<file path="src/rtl/lectura_framebuffer_vga.sv">
// VGA scan-out of a 320x240 RGB332 frame buffer: timing counters, running RAM address,
// and a 2-stage pipeline that lines up sync with the one-cycle RAM read latency.
module lectura_framebuffer_vga #(
  parameter int H_ACTIVE = 640,
  parameter int H_FP     = 16,
  parameter int H_SYNC   = 96,
  parameter int H_BP     = 48,
  parameter int V_ACTIVE = 480,
  parameter int V_FP     = 10,
  parameter int V_SYNC   = 2,
  parameter int V_BP     = 33,
  parameter int IMG_W    = 320,
  parameter int IMG_H    = 240
) (
  input  logic        CLK,
  input  logic        RST,
  input  logic [7:0]  DP_RAM_data_out,
  output logic [16:0] DP_RAM_addr_out,
  output logic [3:0]  VGA_R,
  output logic [3:0]  VGA_G,
  output logic [3:0]  VGA_B,
  output logic        VGA_HS,
  output logic        VGA_VS,
  output logic        FRAME_START
);

  localparam int H_TOTAL = H_ACTIVE + H_FP + H_SYNC + H_BP;
  localparam int V_TOTAL = V_ACTIVE + V_FP + V_SYNC + V_BP;

  localparam logic [9:0] H_LAST   = 10'(H_TOTAL - 1);
  localparam logic [9:0] V_LAST   = 10'(V_TOTAL - 1);
  localparam logic [9:0] IMG_W_C  = 10'(IMG_W);
  localparam logic [9:0] IMG_H_C  = 10'(IMG_H);
  localparam logic [9:0] HS_START = 10'(H_ACTIVE + H_FP);
  localparam logic [9:0] HS_END   = 10'(H_ACTIVE + H_FP + H_SYNC);
  localparam logic [9:0] VS_START = 10'(V_ACTIVE + V_FP);
  localparam logic [9:0] VS_END   = 10'(V_ACTIVE + V_FP + V_SYNC);

  logic [9:0]  hcnt_reg, hcnt_next;
  logic [9:0]  vcnt_reg, vcnt_next;
  logic [16:0] addr_reg, addr_next;
  logic        in_img0, hs0, vs0, frame_end;
  logic        in_img1_reg, hs1_reg, vs1_reg;

  assign in_img0   = (hcnt_reg < IMG_W_C) && (vcnt_reg < IMG_H_C);
  assign hs0       = !((hcnt_reg >= HS_START) && (hcnt_reg < HS_END));
  assign vs0       = !((vcnt_reg >= VS_START) && (vcnt_reg < VS_END));
  assign frame_end = (hcnt_reg == H_LAST) && (vcnt_reg == V_LAST);

  assign DP_RAM_addr_out = addr_reg;

  // The address only advances on image pixels, so it is a plain running count
  // with no row multiply; reload shares the frame-wrap edge.
  always_comb begin
    hcnt_next = hcnt_reg + 10'd1;
    vcnt_next = vcnt_reg;
    addr_next = addr_reg;
    if (hcnt_reg == H_LAST) begin
      hcnt_next = '0;
      vcnt_next = (vcnt_reg == V_LAST) ? '0 : vcnt_reg + 10'd1;
    end
    if (frame_end) begin
      addr_next = '0;
    end else if (in_img0) begin
      addr_next = addr_reg + 17'd1;
    end
  end

  always_ff @(posedge CLK) begin
    if (RST) begin
      hcnt_reg    <= '0;
      vcnt_reg    <= '0;
      addr_reg    <= '0;
      in_img1_reg <= 1'b0;
      hs1_reg     <= 1'b1;
      vs1_reg     <= 1'b1;
      VGA_R       <= '0;
      VGA_G       <= '0;
      VGA_B       <= '0;
      VGA_HS      <= 1'b1;
      VGA_VS      <= 1'b1;
      FRAME_START <= 1'b0;
    end else begin
      hcnt_reg    <= hcnt_next;
      vcnt_reg    <= vcnt_next;
      addr_reg    <= addr_next;
      in_img1_reg <= in_img0;
      hs1_reg     <= hs0;
      vs1_reg     <= vs0;
      VGA_HS      <= hs1_reg;
      VGA_VS      <= vs1_reg;
      FRAME_START <= (hcnt_reg == '0) && (vcnt_reg == '0);
      // Replicate MSBs so full-scale RGB332 maps to full-scale RGB444.
      if (in_img1_reg) begin
        VGA_R <= {DP_RAM_data_out[7:5], DP_RAM_data_out[7]};
        VGA_G <= {DP_RAM_data_out[4:2], DP_RAM_data_out[4]};
        VGA_B <= {DP_RAM_data_out[1:0], DP_RAM_data_out[1:0]};
      end else begin
        VGA_R <= '0;
        VGA_G <= '0;
        VGA_B <= '0;
      end
    end
  end

endmodule

</file>
<file path="config.mk">
export PLATFORM = sky130hd
export DESIGN_NAME = lectura_framebuffer_vga
export DESIGN_NICKNAME = d
export VERILOG_FILES = /design/src/rtl/lectura_framebuffer_vga.sv
export SDC_FILE = /design/constraint.sdc
export NUM_CORES = 1
export LEC_CHECK = 0
export CAP_MARGIN = 10
export CORE_ASPECT_RATIO = 1.25
export CORE_MARGIN = 10
export CORE_UTILIZATION = 56
export DETAILED_ROUTE_END_ITERATION = 7
export DONT_BUFFER_PORTS = 1
export GPL_ROUTABILITY_DRIVEN = 0
export GPL_TIMING_DRIVEN = 0
export PLACE_DENSITY = 0.74
export SLEW_MARGIN = 5
export SYNTH_ARGS = -nofsm -noshare
export SYNTH_HDL_FRONTEND = slang
export SYNTH_SLANG_ARGS = --single-unit
</file>
<file path="constraint.sdc">
create_clock -name CLK -period 1.9 [get_ports CLK]
set_input_delay 0.38 -clock CLK [delete_from_list [all_inputs] [get_ports CLK]]
set_output_delay 0.38 -clock CLK [all_outputs]
set_load 0.03 [all_outputs]
</file>
==> metrics.yaml <==
worst_setup_path:
  rr_worst_depth: 6
  slowest_stage: "or3_2"
  crit_chain: "or3_1 -> buf_2 -> or3_2 -> o21bai_4 -> buf_6 -> a21oi_1"
  slowest_delay_ps: 470
  reg2reg_to: "DP_RAM_addr_out[8]"
  critPathBufInv: 2
  worstPathRequired_ps: 2100
  rr_startpoint: "hcnt_reg[7]"
  crit_path_end_kind: "flop"
  path_class: "flop to flop"
  critPathArrivalTime_ps: 2100
  r2r_slack_ps: -0.7
  crit_family: "simple AND/OR/NAND/NOR gates"
  path_max_fanout: 10
  startpoint_type: "flop"
timing:
  final_max_slew_viol_count: 0
  worst_slew_pin_slew_ps: 469
  period_share_pct: 100
  layout_setup_ws_ps: -0.695
  hold_viol: 0
  fmax_mhz: 526
  skew_ps: 10.2
  post-route-min-period_ps: 1900
  setup-violations-final: 1
  relSlewSlack_pct: 68.8
  whs_ps: 179
  rsz0062_at_grt: "true"
floorplan:
  io_pins: 42
  die_area_sq_um: 6830
  rows: 25
  die-height_um: 89.9
  coreArea_sq_um: 3780
  die_x_um: 75.9
  initial_core_util_pct: 57.9
outcome:
  violations: "setup timing"
  status: "finished, violations left"
synth:
  synth.distinct_cells: 35
  syn_area_sq_um: 2190
  synth.yosys.warnings: 0
  syn-num-nets: 262
  yosys.cell_count.top_type: "dfxtp_1"
  yosysTopAreaCell: "dfxtp_1"
  ys_async_sr_fraction_pct: 0
  synth-edff-count: 0
  synth_top_flop_cell: "dfxtp_1"
  ys_seq_area_share_pct: 46.6
  synthCells: 247
  synth_common_cells: "51 x dfxtp_1, 28 x nor2_1, 16 x a21oi_1, 13 x nand4_1, 12 x nand3_1"
  syn_area_per_cell_sq_um: 8.87
  synthTopCellsByArea: "dfxtp_1 47%, nor2_1 4.8%, xnor2_1 4.0%, nand4_1 3.7%, a21oi_1 3.7%"
  synth_top_cell_area_share_pct: 46.6
  synth_seq_cells: 51
pwr:
  p_per_area_nw_per_um2: 778
  max-vdd-ir-drop_mv: 0.535
  cellLeakagePower_uw: 0.000869
worst_hold_path:
  min_path_cells: 1
  min_path_type: "primary input to flop"
  hp-start: "DP_RAM_data_out[1]"
  whs_endpoint: "VGA_B[1]"
placed_design:
  pre_cts_ws_ps: -283
  port_buffers: 0
  dp_hpwl_mm: 3.34
clock_tree:
  clockRootBuffer: "clkbuf_8"
  clk_path_buf_depth: 2
  cts_buffers: 5
  clock_sinks: 51
  cts_tree: "done"
  postCtsHoldBufs: 0
  clk_pin_slew_ps: 100
  h-tree-depth: 2
  insertion_delay_ps: 310
drt:
  drt_pass1_iterations: 4
  drc: 0
  dr.first_iter.drc_count: 74
  wl_per_cell_um: 14.9
  avgViaCountPerCell: 5.48
  totalWireLength_mm: 4.73
  postRouteAntennaNets: 0
  vias: 1743
layout:
  fillers: 285
  drive_above_1_share_pct: 22.3
  antenna_cells: 0
  area_growth_pct: 16.7
  final_nets: 278
  largest_register_ff_count: 17
grt:
  grt_overflow: 0
  grt.total_usage_pct: 13.5
  grt_first_pass_wirelength_mm: 7.87
  grt_start_max_net_pins: 18
  antenna_found_initial: 0
  grt_pass1_vias: 1658
run:
  max_cap_viol_count: 0
==> power breakdown <==
part | switching, uW | internal, uW | total (uW)
combinational | 46.8 | 40.9 | 87.7
sequential | 50.3 | 1090 | 1140
clock | 367 | 397 | 763
==> cell usage in the layout (no fill, tap or decap), types with 5 or more instances in the layout <==
cell and n:
a21oi_1 13, and2_1 8, buf_4 14, clkbuf_8 5, dfxtp_1 37, dfxtp_2 11, inv_1 11, nand2_1 10
nand3_1 12, nand4_1 13, nor2_1 28, nor4_1 6, o21ai_0 10, o31ai_1 5, or3_1 8, or4_1 5
xnor2_1 10, xor2_1 8
==> layout make-up <==
cell class                      instances  area (sq um)  share of cell area, %
Clock buffer                            5          68.8                   2.69
Clock inverter                          3          46.3                   1.81
Sequential cell                        51          1050                   40.9
Multi-Input combinational cell        173          1130                   44.2
Buffer                                 11          81.3                   3.18
Tap cell                               54          67.6                   2.64
Inverter                               11          41.3                   1.61
Timing Repair Buffer                   10          75.1                   2.94
==> per-stage QoR <==
stage               utilization [%]  power, uW  TNS (ps)  cell area [sq um]  std cells
global placement               59.9       1230     -6950               2270        301
CTS                            64.9       2000         0               2460        314
floorplan                         -       1220         0               2200        247
detailed placement             59.9       1240     -6670               2270        301
global route                   67.6       2060      -660               2560        318
finish                         67.6       1990    -0.695               2560        318
==> how the worst max path moves through the flow <==
| stage | from | to | slack [ps] | cells past startpoint |
|---|---|---|---|---|
| after floorplan | hcnt_reg[0] | DP_RAM_addr_out[15] | 7 | 6 |
| after global placement | hcnt_reg[0] | DP_RAM_addr_out[4] | -290 | 6 |
| after detailed placement | hcnt_reg[0] | DP_RAM_addr_out[5] | -280 | 6 |
| after CTS | DP_RAM_addr_out[6] | DP_RAM_addr_out[13] | 20 | 5 |
| after global routing | hcnt_reg[0] | vcnt_reg[8] | -70 | 6 |
| final | hcnt_reg[7] | DP_RAM_addr_out[8] | -0.7 | 6 |
==> logic make-up after synthesis <==
logic type	share of synthesized area, %
DFF	46.6
and+or+nand+nor	29.2
AOI/OAI and AO/OA	8.62
adders and majority gates	2.86
xor gates and xnor gates	7.20
muxes	0.457
buffers and inverters	5.03
==> metal layers <==
metal	part of all wire [%]	global-route usage, %
met1	39	13.5
met2	53	25.0
met3	6.6	4.98
met4	1.2	4.43
met5	0	0
==> what timing repair did <==
item / 4_1_cts / 5_1_grt
gates resized for setup: 15 / 26
setup buffers: 6 / 3
setup endpoints to repair: 33 / 23
gates cloned: 0 / 1
endpoints found under the hold margin: 0 / 0
pin swaps: 3 / 11
(Power assumes the default switching activity.)
